--- src/rtl/noise_gate.sv ---
// Per-sample noise gate: tracks the envelope of the mic channel and applies a
// smoothed gain that fades hiss to zero before it reaches the echo stage.
// Runs on the I2S bit clock; each lrclk rising edge marks one sample.
module noise_gate #(
    parameter int BITSIZE      = 16,
    parameter int ATTACK_STEP  = 32,
    parameter int RELEASE_STEP = 1,
    parameter int HOLD_SAMPLES = 4800,
    parameter int ENV_SHIFT    = 6,
    parameter int HYST_SHIFT   = 3
) (
    input  logic                      clk,
    input  logic                      reset_n,
    input  logic                      lrclk,
    input  logic signed [BITSIZE-1:0] in,
    input  logic [BITSIZE-2:0]        threshold,
    input  logic                      enable,
    output logic signed [BITSIZE-1:0] out,
    output logic                      gate_open,
    output logic [8:0]                gain
);

    localparam int AW    = BITSIZE - 1;
    localparam int CNT_W = $clog2(HOLD_SAMPLES) + 1;

    typedef enum logic [2:0] {
        ST_CLOSED,
        ST_ATTACK,
        ST_OPEN,
        ST_HOLD,
        ST_RELEASE
    } state_t;

    state_t                     state_reg;
    logic                       lrclk_d_reg;
    logic                       stb;
    logic [AW-1:0]              abs_val;
    logic [AW-1:0]              env_reg;
    logic [AW-1:0]              env_next;
    logic [AW-1:0]              thr_lo;
    logic                       env_above;
    logic                       env_below;
    logic [8:0]                 gain_reg;
    logic [31:0]                gain_sum;
    logic [8:0]                 gain_inc;
    logic [8:0]                 gain_dec;
    logic [CNT_W-1:0]           hold_cnt_reg;
    logic                       gate_open_reg;
    logic signed [BITSIZE-1:0]  in_reg;
    logic signed [BITSIZE+9:0]  prod_reg;
    logic signed [BITSIZE-1:0]  out_reg;

    assign stb = lrclk & ~lrclk_d_reg;

    // Register lrclk so its rising edge becomes a one-cycle sample strobe.
    always_ff @(posedge clk or negedge reset_n) begin
        if (!reset_n) begin
            lrclk_d_reg <= 1'b0;
        end else begin
            lrclk_d_reg <= lrclk;
        end
    end

    // Saturating magnitude: the most negative sample maps to full scale
    // instead of wrapping to zero.
    always_comb begin
        abs_val = '0;
        if (!in[BITSIZE-1]) begin
            abs_val = in[AW-1:0];
        end else if (in == {1'b1, {(BITSIZE-1){1'b0}}}) begin
            abs_val = '1;
        end else begin
            abs_val = AW'(-in);
        end
    end

    // Peak-follow with exponential decay; decay can never go below zero.
    always_comb begin
        env_next = env_reg - (env_reg >> ENV_SHIFT);
        if (abs_val > env_reg) begin
            env_next = abs_val;
        end
    end

    // Hysteresis band and clamped gain steps used by the state machine.
    always_comb begin
        thr_lo    = threshold - (threshold >> HYST_SHIFT);
        env_above = (env_next > threshold);
        env_below = (env_next < thr_lo);
        gain_sum  = 32'(gain_reg) + 32'(ATTACK_STEP);
        gain_inc  = (gain_sum >= 32'd256) ? 9'd256 : gain_sum[8:0];
        gain_dec  = (32'(gain_reg) <= 32'(RELEASE_STEP)) ? 9'd0
                                                        : gain_reg - 9'(RELEASE_STEP);
    end

    // Gate state machine, envelope and gain; all advance once per sample.
    // A transition into ATTACK or RELEASE applies that state's step in the
    // same sample, so the ramp starts immediately.
    always_ff @(posedge clk or negedge reset_n) begin
        if (!reset_n) begin
            state_reg     <= ST_CLOSED;
            env_reg       <= '0;
            gain_reg      <= 9'd0;
            hold_cnt_reg  <= '0;
            gate_open_reg <= 1'b0;
        end else if (stb) begin
            env_reg <= env_next;
            if (!enable) begin
                state_reg     <= ST_OPEN;
                gain_reg      <= 9'd256;
                gate_open_reg <= 1'b1;
            end else begin
                case (state_reg)
                    ST_CLOSED: begin
                        if (env_above) begin
                            state_reg     <= ST_ATTACK;
                            gain_reg      <= gain_inc;
                            gate_open_reg <= 1'b1;
                        end else begin
                            gain_reg      <= 9'd0;
                            gate_open_reg <= 1'b0;
                        end
                    end
                    ST_ATTACK: begin
                        if (env_below) begin
                            state_reg     <= (gain_dec == 9'd0) ? ST_CLOSED : ST_RELEASE;
                            gain_reg      <= gain_dec;
                            gate_open_reg <= 1'b0;
                        end else begin
                            if (gain_inc == 9'd256) begin
                                state_reg <= ST_OPEN;
                            end
                            gain_reg      <= gain_inc;
                            gate_open_reg <= 1'b1;
                        end
                    end
                    ST_OPEN: begin
                        gain_reg      <= 9'd256;
                        gate_open_reg <= 1'b1;
                        if (env_below) begin
                            state_reg    <= ST_HOLD;
                            hold_cnt_reg <= CNT_W'(HOLD_SAMPLES - 1);
                        end
                    end
                    ST_HOLD: begin
                        if (env_above) begin
                            state_reg     <= ST_OPEN;
                            gain_reg      <= 9'd256;
                            gate_open_reg <= 1'b1;
                        end else if (hold_cnt_reg == '0) begin
                            state_reg     <= (gain_dec == 9'd0) ? ST_CLOSED : ST_RELEASE;
                            gain_reg      <= gain_dec;
                            gate_open_reg <= 1'b0;
                        end else begin
                            hold_cnt_reg  <= hold_cnt_reg - 1'b1;
                            gain_reg      <= 9'd256;
                            gate_open_reg <= 1'b1;
                        end
                    end
                    ST_RELEASE: begin
                        if (env_above) begin
                            state_reg     <= ST_ATTACK;
                            gain_reg      <= gain_inc;
                            gate_open_reg <= 1'b1;
                        end else begin
                            if (gain_dec == 9'd0) begin
                                state_reg <= ST_CLOSED;
                            end
                            gain_reg      <= gain_dec;
                            gate_open_reg <= 1'b0;
                        end
                    end
                    default: begin
                        state_reg     <= ST_CLOSED;
                        gain_reg      <= 9'd0;
                        gate_open_reg <= 1'b0;
                    end
                endcase
            end
        end
    end

    // Capture the sample on the strobe so the multiply sees a stable operand.
    always_ff @(posedge clk or negedge reset_n) begin
        if (!reset_n) begin
            in_reg <= '0;
        end else if (stb) begin
            in_reg <= in;
        end
    end

    // Two-stage output pipeline: product, then scale by 1/256.
    always_ff @(posedge clk or negedge reset_n) begin
        if (!reset_n) begin
            prod_reg <= '0;
            out_reg  <= '0;
        end else begin
            prod_reg <= in_reg * $signed({1'b0, gain_reg});
            out_reg  <= BITSIZE'(prod_reg >>> 8);
        end
    end

    assign out       = out_reg;
    assign gain      = gain_reg;
    assign gate_open = gate_open_reg;

endmodule

--- config.mk ---
export PLATFORM = sky130hd
export DESIGN_NAME = noise_gate
export DESIGN_NICKNAME = d
export VERILOG_FILES = /design/src/rtl/noise_gate.sv
export SDC_FILE = /design/constraint.sdc
export NUM_CORES = 1
export LEC_CHECK = 0
export CAP_MARGIN = 20
export CORE_MARGIN = 10
export CORE_UTILIZATION = 55
export DETAILED_ROUTE_END_ITERATION = 12
export PLACE_DENSITY_LB_ADDON = 0.3
export SYNTH_ARGS = -nofsm -noshare
export SYNTH_HDL_FRONTEND = slang
export SYNTH_SLANG_ARGS = --single-unit
--- constraint.sdc ---
create_clock -name clk -period 8.4 [get_ports clk]
set_input_delay 0.84 -clock clk [delete_from_list [all_inputs] [get_ports clk]]
set_output_delay 0.84 -clock clk [all_outputs]
set_load 0.02 [all_outputs]
==> impl_metrics.toml, run 1 <==
[status]
outcome = "finished clean"

[critical_path]
reg2reg_from = "gain[3]"
cp.required_ns = 8.65
reg2reg_depth = 22
reg2reg_to = "prod_reg[23]"
worstSetupEndpointType = "register"
path_class = "input port to register"
worst_ep_arrival_time_ns = 7.35
r2r_slack_ns = 1.66
crit_path_start_kind = "input port"
crit_fanout = 13

[finish]
final_common_cell = "inv_1"
nNetsFinal = 1567
utilization_pct = 61.0
final-instance-count-excl-fill = 1574
final_cell_mix = "inv_1, nand2_1, ha_1, fa_1, and2_1"
area_growth_pct = 9.87
insertedDiodeCount = 0
drive_gt1_share_pct = 3.76

[floorplan]
rows = 52
core-area_um2 = 20100
start_util_pct = 55.5
ios = 61
die_w_um = 162
die_h_um = 162
die-area_um2 = 26400

[global_route]
grt-ovfl-total = 0
grt_max_degree = 66
grt_pass1_wl_um = 42500
antenna_found_initial = 0
grt_use_total_pct = 19.4
grt_pass1_vias = 8976

[worst_hold_path]
hold_path.class = "register to register"
hp-start = "prod_reg[16]"
holdPathStages = 0
min_to = "out[8]"

[power]
ir_drop_uv = 170
p_total_uw = 2990
power_density_nw_per_um2 = 244
leakagePower_uw = 0.00589

[sta]
period_minus_slack_ns = 7.09
fin_setup_tns_ns = 0
slew_headroom_pct = 43.5
fmax_mhz = 141
skew_ns = 0.0143
tightestPinTransition_ns = 0.839
setup_viol = 0
rsz0062_at_grt = "no"
hold_slack_ns = 0.348
report.final.slew_viol_count = 0
hold_viol_final = 0
fin_crit_sh_pct = 84.4

[place]
placed_cells = 1558
numPortBuffers = 60
dp_hpwl_um = 19300
place.gp.congestion = 0.902

[drt]
wire_per_inst_um = 15.5
drt_iter0_markers = 556
via_count = 8654
ant_nets = 0
drt_wl_total_um = 24300
drtPass1Iterations = 5
viasPerCell = 5.50
drc = 0

[clocking]
cts_buffers = 9
cts_tree = "built"
clockBufferDepth = 2
clock-root-buffer = "clkbuf_16"
cts_setup_buffers = 0
hold_buffers = 0
clock_latency_ns = 0.36
clock-sinks = 91
cts.reportedPaths.clkPinSlew_ns = 0.08
ctsResizeCount = 0
htreeDepth = 3

[synth]
synth.distinct_cells = 72
synth_area_um2 = 11200
syn_nets = 1535
yosys_warnings = 0
synthCells = 1267
synthArstFlopShare_pct = 100
ys_ff_latch = 91
ys.flop_type = "dfrtp_1"
synth_seq_area_share_pct = 20.4
synth_edf_count = 0
syn_area_per_cell_um2 = 8.80

[flow_run]
cap_violations = 0
## power by group
group | switching (µW) | total (µW) | leakage, µW | internal, µW
Sequential | 159 | 751 | 0.00111 | 592
Clock | 201 | 410 | 0.000142 | 209
Combinational | 1050 | 1820 | 0.00464 | 775
Total | 1410 | 2990 | 0.00589 | 1580
## worst max-delay path, stage by stage
cell	delay (ns)
clkdlybuf4s50_1	0.50
nor3_2	0.26
nor4b_2	0.45
nand4_1	0.48
nand3b_1	0.23
o21ai_0	0.12
inv_1	0.09
ha_1	0.24
nand3b_1	0.09
a21oi_1	0.06
o31a_1	0.30
o21a_1	0.34
o21ai_0	0.42
ha_1	0.32
a21o_1	0.16
a21o_1	0.17
a21oi_1	0.31
o211ai_1	0.14
o22a_1	0.25
a22oi_2	0.37
nand3_1	0.45
buf_4	0.33
a21oi_1	0.17
xor2_1	0.08
and2_1	0.15
## through the flow
step	cell area [µm²]	worst slack [ns]
finish	12300	1.31
global placement	12000	1.33
floorplan	11200	2.20
detailed placement	12000	1.01
CTS	12300	1.37
global route	12300	0.590
## cells in the mapped netlist (all sizes together) (4+ instances only)
| library cell | count | area share, % |
|---|---|---|
| a211oi | 6 | 0.40 |
| a21boi | 6 | 0.40 |
| a21o | 11 | 0.74 |
| a21oi | 48 | 2.2 |
| a31oi | 9 | 0.50 |
| and2 | 106 | 5.9 |
| and3 | 4 | 0.22 |
| buf | 9 | 0.33 |
| clkbuf | 35 | 1.2 |
| dfrtp | 91 | 20 |
| fa | 116 | 21 |
| ha | 117 | 13 |
| inv | 185 | 6.2 |
| mux2 | 5 | 0.50 |
| nand2 | 161 | 5.4 |
| nand2b | 22 | 1.2 |
| nand3 | 21 | 1.0 |
| nand4 | 17 | 0.95 |
| nor2 | 57 | 1.9 |
| nor2b | 15 | 0.84 |
| nor3 | 16 | 0.76 |
| nor4 | 9 | 0.64 |
| o21a | 11 | 0.74 |
| o21ai | 61 | 2.9 |
| o31ai | 8 | 0.63 |
| or3 | 9 | 0.55 |
| xnor2 | 42 | 3.3 |
| xor2 | 17 | 1.3 |
## layer usage
| metal | global-route usage [%] | part of all wire [%] | vias to the layer above |
|---|---|---|---|
| met5 | 0 | 0 | - |
| li1 | - | - | 4187 |
| met4 | 5.21 | 1.2 | 0 |
| met3 | 2.65 | 5.1 | 24 |
| met2 | 32.5 | 49 | 203 |
| met1 | 25.8 | 45 | 4240 |
## worst max-delay path by stage
stage                       start          endpoint  slack, ns  cells past startpoint
after CTS                   in[9]  hold_cnt_reg[13]       1.37                     25
after global routing        in[9]  hold_cnt_reg[13]       0.59                     25
final                       in[9]  hold_cnt_reg[13]       1.31                     25
after floorplan           gain[2]      prod_reg[23]       2.20                     24
after global placement      in[9]  hold_cnt_reg[13]       1.33                     25
after detailed placement    in[9]  hold_cnt_reg[13]       1.01                     25
## cell type report
class | instances | area [µm²]
clock buffer | 9 | 225
inverter | 185 | 694
timing repair buffer | 65 | 636
tap | 270 | 338
clock inverter | 7 | 67.6
sequential | 91 | 2280
fill | 1720 | 7850
multi-input combinational | 947 | 8020
## cells by family (layout without fill, tap and decap cells)
family                   Yosys count  count (layout)  synth area share, %
AND/OR/NAND/NOR                  451             451                 20.9
XOR/XNOR                          59              59                 4.63
adder cells (fa/ha/maj)          234             234                 34.0
AO/OA/AOI/OAI                    195             195                 11.6
flip-flops                        91              91                 20.4
buffers and inverters            229             266                 7.73
multiplexers                       8               8                0.774
Power figures use the tool's default switching activity.
==> inputs of run 2 (changes only) <==
- clock period: 8.4 -> 6.5 ns (I/O delays scaled with it)
==> run 2 against run 1 <==
- hold slack got worse by 0.16 ns
- clock power rose by 28%
- combinational power rose by 36%
- largest cell class unchanged
- highest routed layer unchanged
==> impl_metrics.toml, run 2 (synthesized netlist as in run 1, its figures left out) <==
[floorplan]
ios = 61
core-area_um2 = 20100
die-area_um2 = 26400
die_h_um = 162
rows = 52
start_util_pct = 55.5
die_w_um = 162

[sta]
setup_viol = 0
tightestPinTransition_ns = 0.878
fin_setup_tns_ns = 0
fmax_mhz = 164
period_minus_slack_ns = 6.12
worst_slack_ns = 0.384
slew_headroom_pct = 41.5
report.final.slew_viol_count = 0
skew_ns = 0.0108
rsz0062_at_grt = "no"
fin_crit_sh_pct = 94.1
hold_viol_final = 0

[power]
leakagePower_uw = 0.00605
ir_drop_uv = 280
p_total_uw = 3960
power_density_nw_per_um2 = 316

[drt]
drt_iter0_markers = 564
drt_wl_total_um = 24600
ant_nets = 0
drtPass1Iterations = 5
via_count = 8780
drc = 0
wire_per_inst_um = 15.3
viasPerCell = 5.46

[global_route]
grt_max_degree = 67
antenna_found_initial = 0
grt_use_total_pct = 19.4
grt_pass1_vias = 9103
grt-ovfl-total = 0
grt_pass1_wl_um = 42500

[place]
dp_hpwl_um = 19900
numPortBuffers = 60
place.gp.congestion = 0.925
placed_area_um2 = 12200
placed_cells = 1592
dp_slack_ns = 0.0429

[critical_path]
path_class = "input port to register"
reg2reg_to = "prod_reg[23]"
r2r_slack_ns = 0.39
crit_path_end = "gain[4]"
reg2reg_from = "gain[4]"
worstSetupEndpointType = "register"
worst_ep_arrival_time_ns = 6.35
critPathLaunch = "in[3]"
crit_path_start_kind = "input port"
cp.required_ns = 6.73
crit_fanout = 8
reg2reg_depth = 21

[finish]
nNetsFinal = 1601
multi_input_area_um2 = 8020
area_growth_pct = 12.2
final_cell_mix = "inv_1, nand2_1, ha_1, fa_1, and2_1"
final-instance-count-excl-fill = 1608
design_area_um2 = 12500
insertedDiodeCount = 0
final-seq-area_um2 = 2280
nFillCells = 1692
final_common_cell = "inv_1"
drive_gt1_share_pct = 6.43

[clocking]
cts_buffers = 9
clock_latency_ns = 0.36
htreeDepth = 3
cts_tree = "built"
hold_buffers = 0
clock-sinks = 91
ctsResizeCount = 0
clockBufferDepth = 2
cts_setup_buffers = 0
cts.reportedPaths.clkPinSlew_ns = 0.08
clock-root-buffer = "clkbuf_16"

[worst_hold_path]
hold_path.class = "input port to asynchronous set/reset pin"

[status]
outcome = "finished clean"

[flow_run]
cap_violations = 0
run 2: changes by cell type in the layout (fill, tap and decap cells not counted), sizes merged:
cell | before | now
clkinvlp | 1 | 2
buf | 6 | 40
inv | 189 | 188
run 2: metrics by stage:
stage | hold WS [ns] | utilization, %
floorplan | 0.331 | -
global placement | 0.334 | 60.8
detailed placement | 0.335 | 60.8
CTS | 0.195 | 62.2
global route | 0.210 | 62.2
finish | 0.191 | 62.2
run 2: power breakdown:
group | leakage [µW] | switching (µW) | internal (µW)
sequential | 0.00110 | 188 | 766
clock | 0.000136 | 258 | 267
combinational | 0.00481 | 1400 | 1080
total | 0.00605 | 1840 | 2120
run 2: how the worst min path moves through the flow:
stage | endpoint | start | slack [ns] | cells after the start
final | state_reg[0] | reset_n | 0.19 | 1
after CTS | hold_cnt_reg[2] | reset_n | 0.20 | 1
after detailed placement | out[2] | prod_reg[10] | 0.33 | 0
after global placement | out[3] | prod_reg[11] | 0.33 | 0
after global routing | hold_cnt_reg[1] | reset_n | 0.21 | 1
after floorplan | out[0] | prod_reg[8] | 0.33 | 0
run 2: layout make-up:
type | instances | area share [%]
Timing Repair Buffer | 99 | 7.12
Sequential cell | 91 | 18.2
Multi-Input combinational cell | 947 | 64.1
Clock buffer | 9 | 1.80
Tap cell | 270 | 2.70
Inverter | 185 | 5.55
Clock inverter | 7 | 0.480
run 2: worst max-delay path: stages:
cell	delay [ns]
clkdlybuf4s50_1	0.42
or3_4	0.43
nor4_4	0.21
nand4_1	0.37
nand3b_1	0.19
o21ai_0	0.13
inv_1	0.08
ha_1	0.23
nand3b_1	0.09
a21oi_1	0.07
o31a_1	0.31
o21ai_2	0.37
nor2_1	0.10
a21oi_1	0.29
ha_1	0.31
a21o_1	0.17
a21oi_1	0.30
o211ai_1	0.14
o22a_1	0.24
a22oi_2	0.23
buf_4	0.20
o32ai_2	0.10
a31oi_1	0.44
nand2b_1	0.17
o311ai_1	0.08
run 2: metal layers:
layer / vias to the layer above / track usage, % / wire length (µm)
li1: 4274 / - / -
met1: 4309 / 25.4 / 10900
met2: 179 / 33.2 / 12200
met3: 18 / 3.21 / 1270
met4: 0 / 3.80 / 227
met5: - / 0 / 0
==> inputs of run 3 (changes only) <==
- CORE_MARGIN: 10 -> 2
==> run 3 against run 2 <==
- fmax grew 0.74%
- critical path depth shrank 2
- largest power group unchanged
- largest cell class unchanged
- die area shrank 19%
- total power grew 1.2%
==> impl_metrics.toml, run 3 (synthesized netlist as in run 1, its figures left out) <==
[status]
outcome = "finished clean"

[drt]
via_count = 8940
drc = 0
drt_iter0_markers = 637
viasPerCell = 5.54
wire_per_inst_um = 15.4
drt_wl_total_um = 24800
ant_nets = 0
drtPass1Iterations = 5

[critical_path]
worstSetupEndpointType = "register"
critPathLaunch = "in[5]"
reg2reg_from = "gain[4]"
crit_fanout = 18
cp.required_ns = 6.76
r2r_slack_ns = 0.50
reg2reg_depth = 23
path_class = "input port to register"
crit_path_start_kind = "input port"
worst_ep_arrival_time_ns = 6.33
reg2reg_to = "prod_reg[23]"
crit_path_end = "gain[6]"

[clocking]
clock-sinks = 91
cts_buffers = 9
clock_latency_ns = 0.36
clockBufferDepth = 2
htreeDepth = 3
clock-root-buffer = "clkbuf_16"
cts.reportedPaths.clkPinSlew_ns = 0.08
cts_tree = "built"

[global_route]
grt_pass1_wl_um = 42700
grt_pass1_vias = 9120
grt-ovfl-total = 0
antenna_found_initial = 0
grt_use_total_pct = 24.2
grt_max_degree = 82

[sta]
fin_crit_sh_pct = 93.4
fmax_mhz = 165
hold_viol_final = 0
period_minus_slack_ns = 6.07
hold_slack_ns = 0.123
report.final.slew_viol_count = 0
skew_ns = 0.0159
tightestPinTransition_ns = 0.924
setup_viol = 0
slew_headroom_pct = 38.4

[finish]
final_common_cell = "inv_1"
nNetsFinal = 1607
multi_input_area_um2 = 8060
area_growth_pct = 13.1
insertedDiodeCount = 0
drive_gt1_share_pct = 7.37
final_cell_mix = "inv_1, nand2_1, ha_1, fa_1, and2_1"
design_area_um2 = 12600
final-seq-area_um2 = 2280
nFillCells = 1741

[floorplan]
die_h_um = 146
die_w_um = 146
start_util_pct = 55.7
core-area_um2 = 20000
die-area_um2 = 21400
ios = 61
rows = 52

[place]
numPortBuffers = 60
placed_area_um2 = 12200
place.gp.congestion = 0.908
dp_hpwl_um = 19300

[worst_hold_path]
hold_path.class = "input port to asynchronous set/reset pin"

[power]
leakagePower_uw = 0.00610
ir_drop_uv = 296
power_density_nw_per_um2 = 317

[flow_run]
cap_violations = 0
run 3: changes by cell type in the layout (fill, tap and decap cells not counted), sizes merged:
cell	previous run	this run
clkinv	2	3
buf	40	46
clkinvlp	2	0
inv	188	189
run 3: through the flow:
stage | TNS [ns] | worst slack [ns] | cells | util (%) | power, µW
6_report | 0 | 0.429 | 1614 | 63.0 | 4010
2_1_floorplan | 0 | 0.300 | 1267 | - | 2700
3_3_place_gp | 0 | 0.193 | 1593 | 61.0 | 3360
3_5_place_dp | -0.0169 | -0.0143 | 1593 | 61.0 | 3440
4_1_cts | 0 | 0.261 | 1609 | 62.5 | 3980
5_1_grt | -0.0396 | -0.0209 | 1614 | 63.0 | 4380
run 3: area by class of cell:
cell class,count,area share (%)
inverter,185,5.50
clock buffer,9,1.78
timing repair buffer,105,7.55
sequential,91,18.1
tap,270,2.68
clock inverter,7,0.525
multi-input combinational,947,63.9
run 3: what timing repair did:
item,4_1_cts,5_1_grt
gates resized for setup,0,14
buffers inserted,0,4
hold buffers,0,0
setup endpoints to repair,0,14
run 3: how the worst min path moves through the flow:
| stage | startpoint | slack, ns | to | cells past startpoint |
|---|---|---|---|---|
| 2_1_floorplan | prod_reg[8] | 0.33 | out[0] | 0 |
| 3_3_place_gp | prod_reg[9] | 0.33 | out[1] | 0 |
| 3_5_place_dp | prod_reg[10] | 0.34 | out[2] | 0 |
| 4_1_cts | reset_n | 0.11 | env_reg[6] | 1 |
| 5_1_grt | reset_n | 0.12 | env_reg[6] | 1 |
| 6_report | reset_n | 0.12 | env_reg[10] | 1 |
run 3: metal layers:
layer / up-vias / track usage [%] / wire [µm]
met2: 250 / 41.0 / 12000
met4: 0 / 4.71 / 288
met5: - / 0 / 0
met3: 26 / 3.56 / 1290
met1: 4390 / 33.4 / 11200
li1: 4274 / - / -
run 3: power breakdown:
part / total (µW) / internal, µW / switching (µW) / leakage [µW]
clock: 526 / 270 / 256 / 0.000144
combinational: 2520 / 1110 / 1410 / 0.00486
sequential: 963 / 767 / 196 / 0.00110
total: 4010 / 2140 / 1860 / 0.00610
run 3: worst max-delay path, stage by stage:
cell and delay [ns]:
clkdlybuf4s50_1 0.47, or3_4 0.39, nor4_4 0.22, nand2_1 0.18, o31ai_1 0.26, xor2_1 0.19, nand2_1 0.09, ha_1 0.18
a21o_1 0.17, a21oi_1 0.16, o221ai_1 0.18, o21a_2 0.27, buf_6 0.16, o31ai_1 0.54, ha_1 0.36, a21oi_1 0.15
maj3_1 0.21, o21ai_2 0.08, a221oi_4 0.48, o211ai_1 0.22, nand3_2 0.22, nand3_2 0.18, o311ai_2 0.32
